==> src/rtl/fifo_pkg.sv <==
// Shared helpers for the FIFO status controller: depth derivation and
// elaboration-time parameter legality.
package fifo_pkg;

  function automatic int fifo_depth(input int addr_w);
    return 1 << addr_w;
  endfunction

  function automatic bit fifo_params_ok(input int addr_w, input int afull_th,
                                        input int aempty_th);
    return (addr_w >= 1) &&
           (afull_th >= 1) && (afull_th <= fifo_depth(addr_w)) &&
           (aempty_th >= 0) && (aempty_th <= fifo_depth(addr_w) - 1);
  endfunction

  typedef struct packed {
    logic full;
    logic empty;
    logic afull;
    logic aempty;
  } fifo_flags_t;

endpackage

==> src/rtl/fifo_ptr.sv <==
// Wrapping pointer with enable; one extra MSB beyond the RAM address so
// full and empty stay distinguishable.
module fifo_ptr #(
  parameter int W = 5
) (
  input  logic         clk,
  input  logic         rst,
  input  logic         en,
  output logic [W-1:0] ptr
);

  always_ff @(posedge clk or posedge rst) begin
    if (rst)     ptr <= '0;
    else if (en) ptr <= ptr + W'(1);
  end

endmodule

==> src/rtl/fifo_status_ctrl.sv <==
// Single-clock FIFO pointer/status controller: request gating, occupancy
// count, registered level flags and sticky overflow/underflow.
module fifo_status_ctrl
  import fifo_pkg::*;
#(
  parameter int ADDR_W    = 4,
  parameter int AFULL_TH  = 12,
  parameter int AEMPTY_TH = 4
) (
  input  logic              clk,
  input  logic              rst,
  input  logic              wr_en,
  input  logic              rd_en,
  input  logic              clr_err,
  output logic              wr_accept,
  output logic              rd_accept,
  output logic [ADDR_W-1:0] wr_addr,
  output logic [ADDR_W-1:0] rd_addr,
  output logic [ADDR_W:0]   count,
  output logic              fifo_full,
  output logic              fifo_empty,
  output logic              almost_full,
  output logic              almost_empty,
  output logic              overflow,
  output logic              underflow
);

  localparam int              DEPTH    = fifo_depth(ADDR_W);
  localparam logic [ADDR_W:0] DEPTH_V  = (ADDR_W+1)'(DEPTH);
  localparam logic [ADDR_W:0] AFULL_V  = (ADDR_W+1)'(AFULL_TH);
  localparam logic [ADDR_W:0] AEMPTY_V = (ADDR_W+1)'(AEMPTY_TH);

  generate
    if (!fifo_params_ok(ADDR_W, AFULL_TH, AEMPTY_TH)) begin : g_param_chk
      $error("fifo_status_ctrl: illegal ADDR_W/AFULL_TH/AEMPTY_TH");
    end
  endgenerate

  logic [ADDR_W:0] wr_ptr, rd_ptr, count_next;
  fifo_flags_t     flg, flg_next;

  // Gating uses only the registered flags, so no request looks ahead.
  assign wr_accept = wr_en & ~flg.full;
  assign rd_accept = rd_en & ~flg.empty;
  assign wr_addr   = wr_ptr[ADDR_W-1:0];
  assign rd_addr   = rd_ptr[ADDR_W-1:0];

  fifo_ptr #(.W(ADDR_W+1)) u_wr_ptr (
    .clk (clk), .rst (rst), .en (wr_accept), .ptr (wr_ptr)
  );

  fifo_ptr #(.W(ADDR_W+1)) u_rd_ptr (
    .clk (clk), .rst (rst), .en (rd_accept), .ptr (rd_ptr)
  );

  always_comb begin
    count_next     = count + {{ADDR_W{1'b0}}, wr_accept}
                           - {{ADDR_W{1'b0}}, rd_accept};
    flg_next       = '0;
    flg_next.full  = (count_next == DEPTH_V);
    flg_next.empty = (count_next == '0);
    flg_next.afull = (count_next >= AFULL_V);
    flg_next.aempty = (count_next <= AEMPTY_V);
  end

  // Error set terms take priority over clr_err in the same cycle.
  always_ff @(posedge clk or posedge rst) begin
    if (rst) begin
      count     <= '0;
      flg       <= '{full: 1'b0, empty: 1'b1, afull: 1'b0, aempty: 1'b1};
      overflow  <= 1'b0;
      underflow <= 1'b0;
    end else begin
      count     <= count_next;
      flg       <= flg_next;
      overflow  <= (overflow  & ~clr_err) | (wr_en & flg.full);
      underflow <= (underflow & ~clr_err) | (rd_en & flg.empty);
    end
  end

  assign fifo_full    = flg.full;
  assign fifo_empty   = flg.empty;
  assign almost_full  = flg.afull;
  assign almost_empty = flg.aempty;

  a_count_ptrs: assert property (@(posedge clk) disable iff (rst)
    count == (wr_ptr - rd_ptr));
  a_full_form: assert property (@(posedge clk) disable iff (rst)
    fifo_full == ((wr_ptr ^ rd_ptr) == {1'b1, {ADDR_W{1'b0}}}));

endmodule

==> config.mk <==
export PLATFORM = sky130hd
export DESIGN_NAME = fifo_status_ctrl
export DESIGN_NICKNAME = d
export VERILOG_FILES = /design/src/rtl/fifo_pkg.sv /design/src/rtl/fifo_ptr.sv /design/src/rtl/fifo_status_ctrl.sv
export SDC_FILE = /design/constraint.sdc
export NUM_CORES = 1
export LEC_CHECK = 0
export ABC_AREA = 1
export ABC_CLOCK_PERIOD_IN_PS = 1800
export CORE_MARGIN = 5
export CORE_UTILIZATION = 30
export CTS_BUF_LIST = sky130_fd_sc_hd__clkbuf_4 sky130_fd_sc_hd__clkbuf_8
export DETAILED_ROUTE_END_ITERATION = 8
export GPL_ROUTABILITY_DRIVEN = 0
export HOLD_SLACK_MARGIN = 0.02
export SLEW_MARGIN = 5
export SYNTH_ARGS = -nofsm -noshare
export SYNTH_HDL_FRONTEND = slang
export SYNTH_SLANG_ARGS = --single-unit
export TNS_END_PERCENT = 5
==> constraint.sdc <==
create_clock -name clk -period 1.8 [get_ports clk]
set_input_delay 0.36 -clock clk [delete_from_list [all_inputs] [get_ports clk]]
set_output_delay 0.36 -clock clk [all_outputs]
set_load 0.01 [all_outputs]
==> key figures <==
Synthesis
  • Sequential fraction of the synthesis area: 48.8%
  • Cell variety after synth: 19
  • Synth top area cells: dfrtp_1, ha_1, nand2_1, inv_1, dfstp_2
  • Synthesized cell area: 978 sq um
  • Syn_area_per_cell: 9.32 sq um
  • Cell taking the most area after synthesis: dfrtp_1
  • Synthesized flop and latch total: 19
  • Top cell type's share of synthesized area: 43.5%
  • Syn_nets: 118
  • Synth warn: 0
  • Syn Inst Count: 105

STA
  • Fin. Hold Viols: 0
  • Worst Clk Skew: 3.12 ps
  • Relative slew margins: 82.6%
  • Fmax: 509 MHz
  • Final min period: 1970 ps
  • Setup TNS: -735 ps
  • Fin crit share: 109%
  • Hold slack final: 390 ps
  • Final worst setup slack: -166 ps
  • Least-Margin Pin Slew: 261 ps
  • Max-slew violations: 0
  • Final setup viols: 6
  • RSZ-0062 raised after global routing: yes

Floorplan
  • Die height: 67.1 microns
  • Die width: 67.1 microns
  • Die ar.: 4500 sq um
  • Row cnt: 20
  • Starting Density: 31.5%
  • Io pins: 26
  • Placeable Area: 3100 sq um

Flow run
  • Max_cap viols: 0

Critical path
  • FF-to-FF path depth: 11
  • Critical path class: flip-flop to flip-flop
  • CP delay by family, top: adder cells
  • Worst Path Required: 1980 ps
  • Reg2reg setup slack: -170 ps
  • Crit start category: flip-flop
  • Critical Path Max Stage Delay: 570 ps
  • Crit-path cells: nor2_4 > ha_4 > inv_2 > ha_4 > fa_2 > nand3_2 > inv_2 > nor2_4 > nand2_1 > nand2_1 > nand2_1
  • CP arrival: 2150 ps
  • RR Endpoint: almost_full
  • Worst Path Max Fanout: 3
  • Buf+Inv Stages, Crit Path: 2
  • CP Capture Type: flip-flop
  • Slowest cell on the critical path: dfstp_2
  • Reg2Reg Launch Point: fifo_empty
  • CP most frequent cell: nand2_1

Detailed routing
  • Initial DRT Pass Iterations: 3
  • Avg Vias per Cell: 4.16
  • DRC violations left: 0
  • Antenna Nets Post-Route: 0
  • DR iter-0 viols: 15
  • WL final: 2020 microns
  • Routed vias: 769
  • Post-detailed-route wirelength per cell: 10.9 microns

Placed design
  • Post-DP HPWL: 1620 microns
  • Post-DP Area: 1330 sq um
  • Place WS: -645 ps
  • Cell total after placement: 180
  • PortBufs: 25

Cells and area
  • Fin util: 45.7%
  • Reg area: 478 sq um
  • Most frequent cells in the layout: nand2_1, clkdlybuf4s50_1, inv_1
  • Post-route cell area: 1420 sq um
  • Layout Nets: 155
  • Fillers: 309
  • Synth-to-Final Area Change: 44.9%
  • Layout cells sized above 1: 25.5%
  • Diode count: 0
  • Post-route insts no fill: 185
  • Multi-input logic area: 478 sq um

GRT
  • Pin count of the biggest net entering global routing: 20
  • Antenna violations before repair: 0
  • Vias in the first global route: 799
  • Total track usage: 9.65%
  • Total grt overflow: 0
  • Global-route wire length before repair: 3390 microns

Clock tree
  • Worst-path clk slew: 100 ps
  • CTS tree: done
  • CTS root buf: clkbuf_4
  • CTS Buf Count: 3
  • Hold Buf Count CTS: 0
  • H-tree depth: 1
  • Clock Latency Late Sink: 280 ps
  • Deepest clock path buffer count: 2
  • Clock sinks: 19

Power and ir drop
  • Clock network power share: 6.7%
  • Switch Pwr: 1.41 mW
  • Combinational Power Share: 66.9%
  • Sw Share: 43.7%
  • Peak VDD IR: 0.542 mV
  • Internal: 1.82 mW
  • Lkg Pwr: 0.688 nW
  • Cell Pwr Density: 2280 nW/um^2
  • Flop pwr share: 26.4%
  • PnR Total Power: 3.23 mW

Outcome
  • Status: finished, violations left
  • Failing checks: setup timing

Hold path
  • Worst hold path class: input pin to async pin
[synth_stat cells]
master   count
nand4_1      2
dfrtp_1     17
xnor2_1      5
a21oi_2      1
xor2_1       3
nand2_2      2
a21oi_1      1
o21ai_0      1
nand3_2      2
inv_1       22
and2_1       1
nor2_1       4
o22ai_1      1
nand3_1      8
nand2_1     23
dfstp_2      2
nor2_4       2
fa_1         1
ha_1         7
[worst register-to-register path: cells and delay by family, from the launching register on]
| family | cells | cell delay [ps] |
|---|---|---|
| adder cells (fa/ha/maj) | 3 | 760 |
| flip-flops | 1 | 570 |
| AND/OR/NAND/NOR | 6 | 470 |
| buffers and inverters | 2 | 80 |
[state kept, by name, summed over array words and instances, names as in the netlist]
signal,cells
count,5
u_rd_ptr.ptr,4
u_wr_ptr.ptr,4
almost_empty,1
almost_full,1
fifo_empty,1
fifo_full,1
overflow,1
underflow,1
[cells by family after synthesis]
family                   after synthesis  share of synthesized area, %
buffers and inverters                 22                          8.44
AND/OR/NAND/NOR                       44                          22.0
adder cells (fa/ha/maj)                8                          11.0
flip-flops                            19                          48.8
AO/OA/AOI/OAI                          4                          2.56
XOR/XNOR                               8                          7.16
[what timing repair did]
action                                 CTS  global route
endpoints found under the hold margin    0             0
pin swaps                                6             4
setup endpoints to repair                9             8
gates resized for setup                 14             7
buffers inserted                         1             0
cloned                                   0             0
[cell type report]
type	instances	area share [%]
clock buffers	4	2.12
inverters	22	5.83
multi-input cells	64	33.7
flip-flops and latches	19	33.7
well taps	44	3.88
repair buffers	32	20.7
[how the worst max path moves through the flow]
| stage | start | endpoint | slack (ps) | depth (start not counted) |
|---|---|---|---|---|
| finish | fifo_empty | almost_full | -170 | 11 |
| global route | fifo_empty | almost_full | -250 | 11 |
| CTS | fifo_empty | fifo_empty | -200 | 10 |
| detailed placement | rd_en | fifo_full | -650 | 12 |
| global placement | rd_en | fifo_empty | -580 | 12 |
| floorplan | fifo_empty | fifo_empty | -230 | 10 |
[per-layer routing]
layer / vias to the layer above / wire [microns] / global-route usage, %
met5: - / 0 / 0
met4: 0 / 8 / 3.04
met3: 2 / 131 / 2.02
met2: 20 / 1030 / 18.0
met1: 352 / 851 / 10.7
li1: 395 / - / -
[power groups by stage]
stage | combinational, mW | clock (mW) | sequential, mW
2_1_floorplan | 1.06 | 0 | 0.949
3_3_place_gp | 1.89 | 0 | 0.865
3_5_place_dp | 1.96 | 0 | 0.866
4_1_cts | 2.11 | 0.232 | 0.858
5_1_grt | 2.41 | 0.251 | 0.882
6_report | 2.16 | 0.218 | 0.853
Power figures use the tool's default switching activity.
==> edit 1 (same flow settings) <==
Change the parameter `ADDR_W` from 4 to 5.
--- a/src/rtl/fifo_status_ctrl.sv
+++ b/src/rtl/fifo_status_ctrl.sv
@@ -3,7 +3,7 @@
 module fifo_status_ctrl
   import fifo_pkg::*;
 #(
-  parameter int ADDR_W    = 4,
+  parameter int ADDR_W    = 5,
   parameter int AFULL_TH  = 12,
   parameter int AEMPTY_TH = 4
 ) (
Ports: changed (resized count, rd_addr and wr_addr); port bits go from 26 to 29. No check against the original RTL was run, so the function may have changed too.
==> edit 1 against the original RTL <==
  * The flow still finishes with violations (setup timing)
  * Via count rose by 9.1%
  * Synthesized area rose by 14%
  * Final area rose by 17%
  * Sequential share of layout area fell by 0.31 points
  * Wire length rose by 7.3%
  * Count of clock-buffer cells in the layout fell by 1
  * Power rose by 16%
  * Utilization fell by 0.13 points
  * Sequential cell count rose by 3
  * Worst setup slack got worse by 0.050 ns
  * Clock skew barely moved
  * Combinational power rose by 9.3%
  * Largest power group unchanged
==> edit 1: results (changes against the original RTL) <==
[logic_synthesis]
synthAdderAreaFrac = 0.107  ; -0.00259
synth_cell_types = 22  ; +3
synth_seq_area_share = 0.494  ; +0.00592
yosys_warnings = 0  ; unchanged
synthXorXnorAreaFrac = 0.0783  ; +0.00669
synthMuxAreaShare = 0.0201  ; +0.0201
syn_area_per_cell_um2 = 9.99  ; +7.2%
synthTopCellsByCount = inv_1, dfrtp_1, nand2_1, xor2_1, ha_1
synth_area_leaders = dfrtp_1, ha_1, inv_1
synth_compound_area_frac = 0.0224  ; -0.00320
synth_nets = 126  ; +6.8%

[clock_tree]
clk_pin_slew_ns = 0.08  ; -0.02 ns
clk_latency_ns = 0.26  ; -0.02 ns
cts_root_buf = clkbuf_8

[finish]
reg_top3 = count x6, u_rd_ptr.ptr x5, u_wr_ptr.ptr x5
area_delta_synth_final_pct = 48.0
fillers = 365  ; +18%
layout.nets = 167  ; +7.7%
drive_gt1_frac = 0.263  ; +0.00784

[worst_hold_path]
hp-class = in -> async

[placement]
port_buffers = 28  ; +12%
place_ws_ns = -0.623  ; +0.0225 ns
placed_cell_area_mm2 = 0.00151  ; +14%
dp_hpwl_um = 1740  ; +7.3%
placed_cells = 195  ; +8.3%

[critical_path]
r2r_cells = 9  ; -2
rrSetupSlack_ns = -0.22  ; -0.05 ns
arrival_ns = 2.23  ; +0.08 ns
slowest_stage = dfstp_2

[route]
wirelength_um = 2170  ; +7.3%
met1_length_um = 977  ; +15%
dr_wl_met2_um = 1010  ; -1.9%
drt_iter0_drc = 28  ; +13
drc = 0  ; unchanged
vias = 839  ; +9.1%
wl_met3_um = 141  ; +7.6%
wire_per_inst_um = 10.8  ; -0.78%
highest_layer = met4

[global_routing]
met3_usage = 0.0284  ; +0.00817
grt_pass1_wl_um = 3820  ; +13%
grt_usage = 0.0955  ; -0.000910
met1_usage = 0.115  ; +0.00768
grt_use_met2 = 0.153  ; -0.0269
grt_pass1_vias = 871  ; +9.0%
grt_max_degree = 23  ; +15%

[timing]
hold_ws_ns = 0.434  ; +0.0438 ns
fin_ws_ns = -0.216  ; -0.0502 ns
setup_viol = 6  ; unchanged
tns_ns = -1.07  ; -0.340 ns
tightest_slew_ns = 0.283  ; +0.0224 ns
clock_skew_ns = 0.00290  ; -0.000215 ns

[power_and_ir_drop]
p_leak_nw = 0.792  ; +15%
irDropWorstVdd_mv = 1.24  ; +130%

[status]
failed_checks = setup timing
status = complete, but fails checks

==> edit 1: cell types whose count changed after synthesis, sizes merged, moves of 2 or more <==
cell   unedited run  this run
nor3              0         3
dfrtp            17        20
nand2            25        21
xnor2             5         1
nand3            10         8
xor2              3         9
o21ai             1         3
mux2              0         2
==> edit 1: report_power, final <==
| group | switching, mW | total, mW | leakage [nW] | internal, mW |
|---|---|---|---|---|
| registers | 0.176 | 0.917 | 0.258 | 0.741 |
| logic | 1.19 | 2.36 | 0.498 | 1.17 |
| clock network | 0.165 | 0.462 | 0.0357 | 0.297 |
==> edit 1: critical path: cells and delay by family (launching register included) <==
kind          cells  cell delay, ns
xor+xnor          1            0.18
fa+ha+maj         3            0.79
buf+inv           1            0.03
flops             1            0.56
simple gates      4            0.39
==> edit 1: repair_timing <==
| action | 4_1_cts | 5_1_grt |
|---|---|---|
| endpoints found under the setup margin | 12 | 8 |
| resized for setup | 17 | 6 |
| endpoints found under the hold margin | 0 | 0 |
| buffers inserted | 1 | 0 |
| pin swaps | 9 | 0 |
==> edit 1: cells by family after synthesis <==
family	after synthesis
compound gates	5
xor+xnor	10
fa+ha+maj	9
buf+inv	23
flops	22
mux	2
simple gates	41
==> edit 1: final timing paths <==
path	startpoint	to
setup reg to reg	fifo_empty	fifo_empty
hold reg to reg	u_rd_ptr.ptr[4]	u_rd_ptr.ptr[4]
min in group clk	rd_en	underflow
hold / removal	rst	u_wr_ptr.ptr[4]
max in group asynchronous	rst	almost_empty
setup / recovery	fifo_empty	fifo_empty
==> edit 1: final cells by class <==
type,count,share of cell area
clock buffer,3,0.0249
clock inverter,1,0.0181
inverter,23,0.0522
multi-input combinational,67,0.326
sequential,22,0.334
tap,48,0.0363
timing repair buffer,36,0.209
==> edit 2 (config.mk and constraints unchanged) <==
Made on the original files. Register the output `count` once more, without a reset; this adds one clock of latency there. The other outputs are not delayed to match. Comments in the files are not updated.
--- a/src/rtl/fifo_status_ctrl.sv
+++ b/src/rtl/fifo_status_ctrl.sv
@@ -30,6 +30,8 @@
   localparam logic [ADDR_W:0] AFULL_V  = (ADDR_W+1)'(AFULL_TH);
   localparam logic [ADDR_W:0] AEMPTY_V = (ADDR_W+1)'(AEMPTY_TH);
 
+  logic [ADDR_W:0] count_s0;
+
   generate
     if (!fifo_params_ok(ADDR_W, AFULL_TH, AEMPTY_TH)) begin : g_param_chk
       $error("fifo_status_ctrl: illegal ADDR_W/AFULL_TH/AEMPTY_TH");
@@ -54,7 +56,7 @@
   );
 
   always_comb begin
-    count_next     = count + {{ADDR_W{1'b0}}, wr_accept}
+    count_next     = count_s0 + {{ADDR_W{1'b0}}, wr_accept}
                            - {{ADDR_W{1'b0}}, rd_accept};
     flg_next       = '0;
     flg_next.full  = (count_next == DEPTH_V);
@@ -66,12 +68,12 @@
   // Error set terms take priority over clr_err in the same cycle.
   always_ff @(posedge clk or posedge rst) begin
     if (rst) begin
-      count     <= '0;
+      count_s0  <= '0;
       flg       <= '{full: 1'b0, empty: 1'b1, afull: 1'b0, aempty: 1'b1};
       overflow  <= 1'b0;
       underflow <= 1'b0;
     end else begin
-      count     <= count_next;
+      count_s0  <= count_next;
       flg       <= flg_next;
       overflow  <= (overflow  & ~clr_err) | (wr_en & flg.full);
       underflow <= (underflow & ~clr_err) | (rd_en & flg.empty);
@@ -84,9 +86,13 @@
   assign almost_empty = flg.aempty;
 
   a_count_ptrs: assert property (@(posedge clk) disable iff (rst)
-    count == (wr_ptr - rd_ptr));
+    count_s0 == (wr_ptr - rd_ptr));
   a_full_form: assert property (@(posedge clk) disable iff (rst)
     fifo_full == ((wr_ptr ^ rd_ptr) == {1'b1, {ADDR_W{1'b0}}}));
 
+  always_ff @(posedge clk) begin
+    count <= count_s0;
+  end
+
 endmodule
 
Function: changed (Yosys sat finds a counterexample within 4 cycles, from zero or initial values and one cycle with rst high).
==> edit 2 against the original RTL <==
  * The run still ends with setup timing left
  * Synthesized cell count rose by 1.9%
  * Critical endpoint is now fifo_empty
  * Critical path type unchanged
  * Final area up 6.8%
  * Power rose by 7.6%
  * Wire length is 5.8% higher
  * Synthesized area up 9.7%
  * Critical path depth unchanged
  * Final cell count is 1.1% higher
  * Sequential share of layout area is 4.5 points higher
  * Worst setup slack lost 0.027 ns
  * Sequential cell count increased by 5
==> edit 2: results (changes against the original RTL) <==
[status]
status = complete, but fails checks
failed_checks = setup timing

[logic_synthesis]
synthTopCellsByCount = nand2_1, inv_1, dfrtp_1, nand3_1, ha_1
synth_nets = 120  ; +1.7%
synth_seq_area_share = 0.538  ; +0.0500
async_reset_ff_frac = 0.792  ; -0.208
syn_area_per_cell_um2 = 10.0  ; +7.7%
synth_cell_types = 20  ; +1
synth_area_leaders = dfrtp_1, dfxtp_1, ha_1

[timing]
fin_ws_ns = -0.193  ; -0.0269 ns
tns_ns = -0.893  ; -0.158 ns
setup_viol = 6  ; unchanged
clock_skew_ns = 0.00303  ; -0.0000901 ns

[clock_tree]
clk_latency_ns = 0.30  ; +0.02 ns
clk_pin_slew_ns = 0.12  ; +0.02 ns

[route]
drt_iter0_drc = 30  ; +15
vias = 815  ; +6.0%
wirelength_um = 2140  ; +5.8%
drt_first_pass_iters = 2  ; -1

[global_routing]
grt_pass1_wl_um = 3720  ; +9.8%
grt_pass1_vias = 891  ; +12%
grt_usage = 0.0922  ; -0.00421

[placement]
dp_hpwl_um = 1650  ; +1.5%
place_ws_ns = -0.677  ; -0.0315 ns

[finish]
instances_no_fill = 187  ; +1.1%
reg_top3 = count x5, count_s0 x5

[power_and_ir_drop]
irDropWorstVdd_mv = 0.542  ; about the same
p_leak_nw = 0.711  ; +3.4%

edit 2: cell types whose count changed after synthesis:
cell,delta
mux2_2,+1
o21ai_0,+1
inv_1,-2
dfxtp_1,+5
nand2_1,-2
o22ai_1,-1
edit 2: critical path, delay by kind of cell, from the launching register on:
kind | cells | cell delay, ns
adder cells (fa/ha/maj) | 3 | 0.78
buffers and inverters | 2 | 0.09
flip-flops | 1 | 0.57
AND/OR/NAND/NOR | 6 | 0.50
edit 2: per-layer routing:
layer,vias up,routed length (um),track usage
met5,-,0,0
li1,398,-,-
met4,0,11,0.0447
met1,393,855,0.0978
met3,2,159,0.0319
met2,22,1110,0.162
edit 2: path summary, 6_finish.rpt:
check	from	endpoint	slack, ns	depth (start not counted)
setup / recovery	fifo_empty	fifo_empty	-0.19	11
hold / removal	rst	u_rd_ptr.ptr[2]	0.36	3
setup reg to reg	fifo_empty	fifo_empty	-0.19	11
hold reg to reg	count_s0[0]	count[0]	0.39	0
max in group asynchronous	rst	fifo_empty	1.18	3
min in group clk	count_s0[0]	count[0]	0.39	0
edit 2: report_power, final:
| part | switching [mW] | internal (mW) | total (mW) |
|---|---|---|---|
| Clock | 0.144 | 0.123 | 0.268 |
| Combinational | 1.13 | 1.04 | 2.17 |
| Sequential | 0.201 | 0.840 | 1.04 |
edit 2: cells by family after synthesis:
logic type / count (synthesis) / share of synthesized area
AOI/OAI and AO/OA: 4 / 0.0221
xor gates and xnor gates: 8 / 0.0653
adders and majority gates: 8 / 0.100
buffers and inverters: 20 / 0.0699
DFF: 24 / 0.538
muxes: 1 / 0.0105
and+or+nand+nor: 42 / 0.193
edit 2: layout make-up:
cell class | instances | area, um2
clock buffer | 4 | 36.3
fill | 309 | 1880
inverter | 20 | 75.1
multi-input combinational | 63 | 488
sequential | 24 | 578
tap | 46 | 57.6
timing repair buffer | 30 | 279
edit 2: timing repair:
action | CTS | global route
gates resized for setup | 11 | 12
pin swaps | 4 | 9
setup endpoints to repair | 9 | 8
buffers inserted | 1 | 0
edit 2: per-stage QoR:
stage / hold slack (ns) / total power [mW] / area, um2
after floorplan: 0.310 / 2.19 / 1080
after global routing: 0.397 / 3.81 / 1510
after CTS: 0.373 / 3.33 / 1480
after detailed placement: 0.363 / 2.95 / 1420
final: 0.365 / 3.48 / 1510
after global placement: 0.361 / 2.89 / 1420
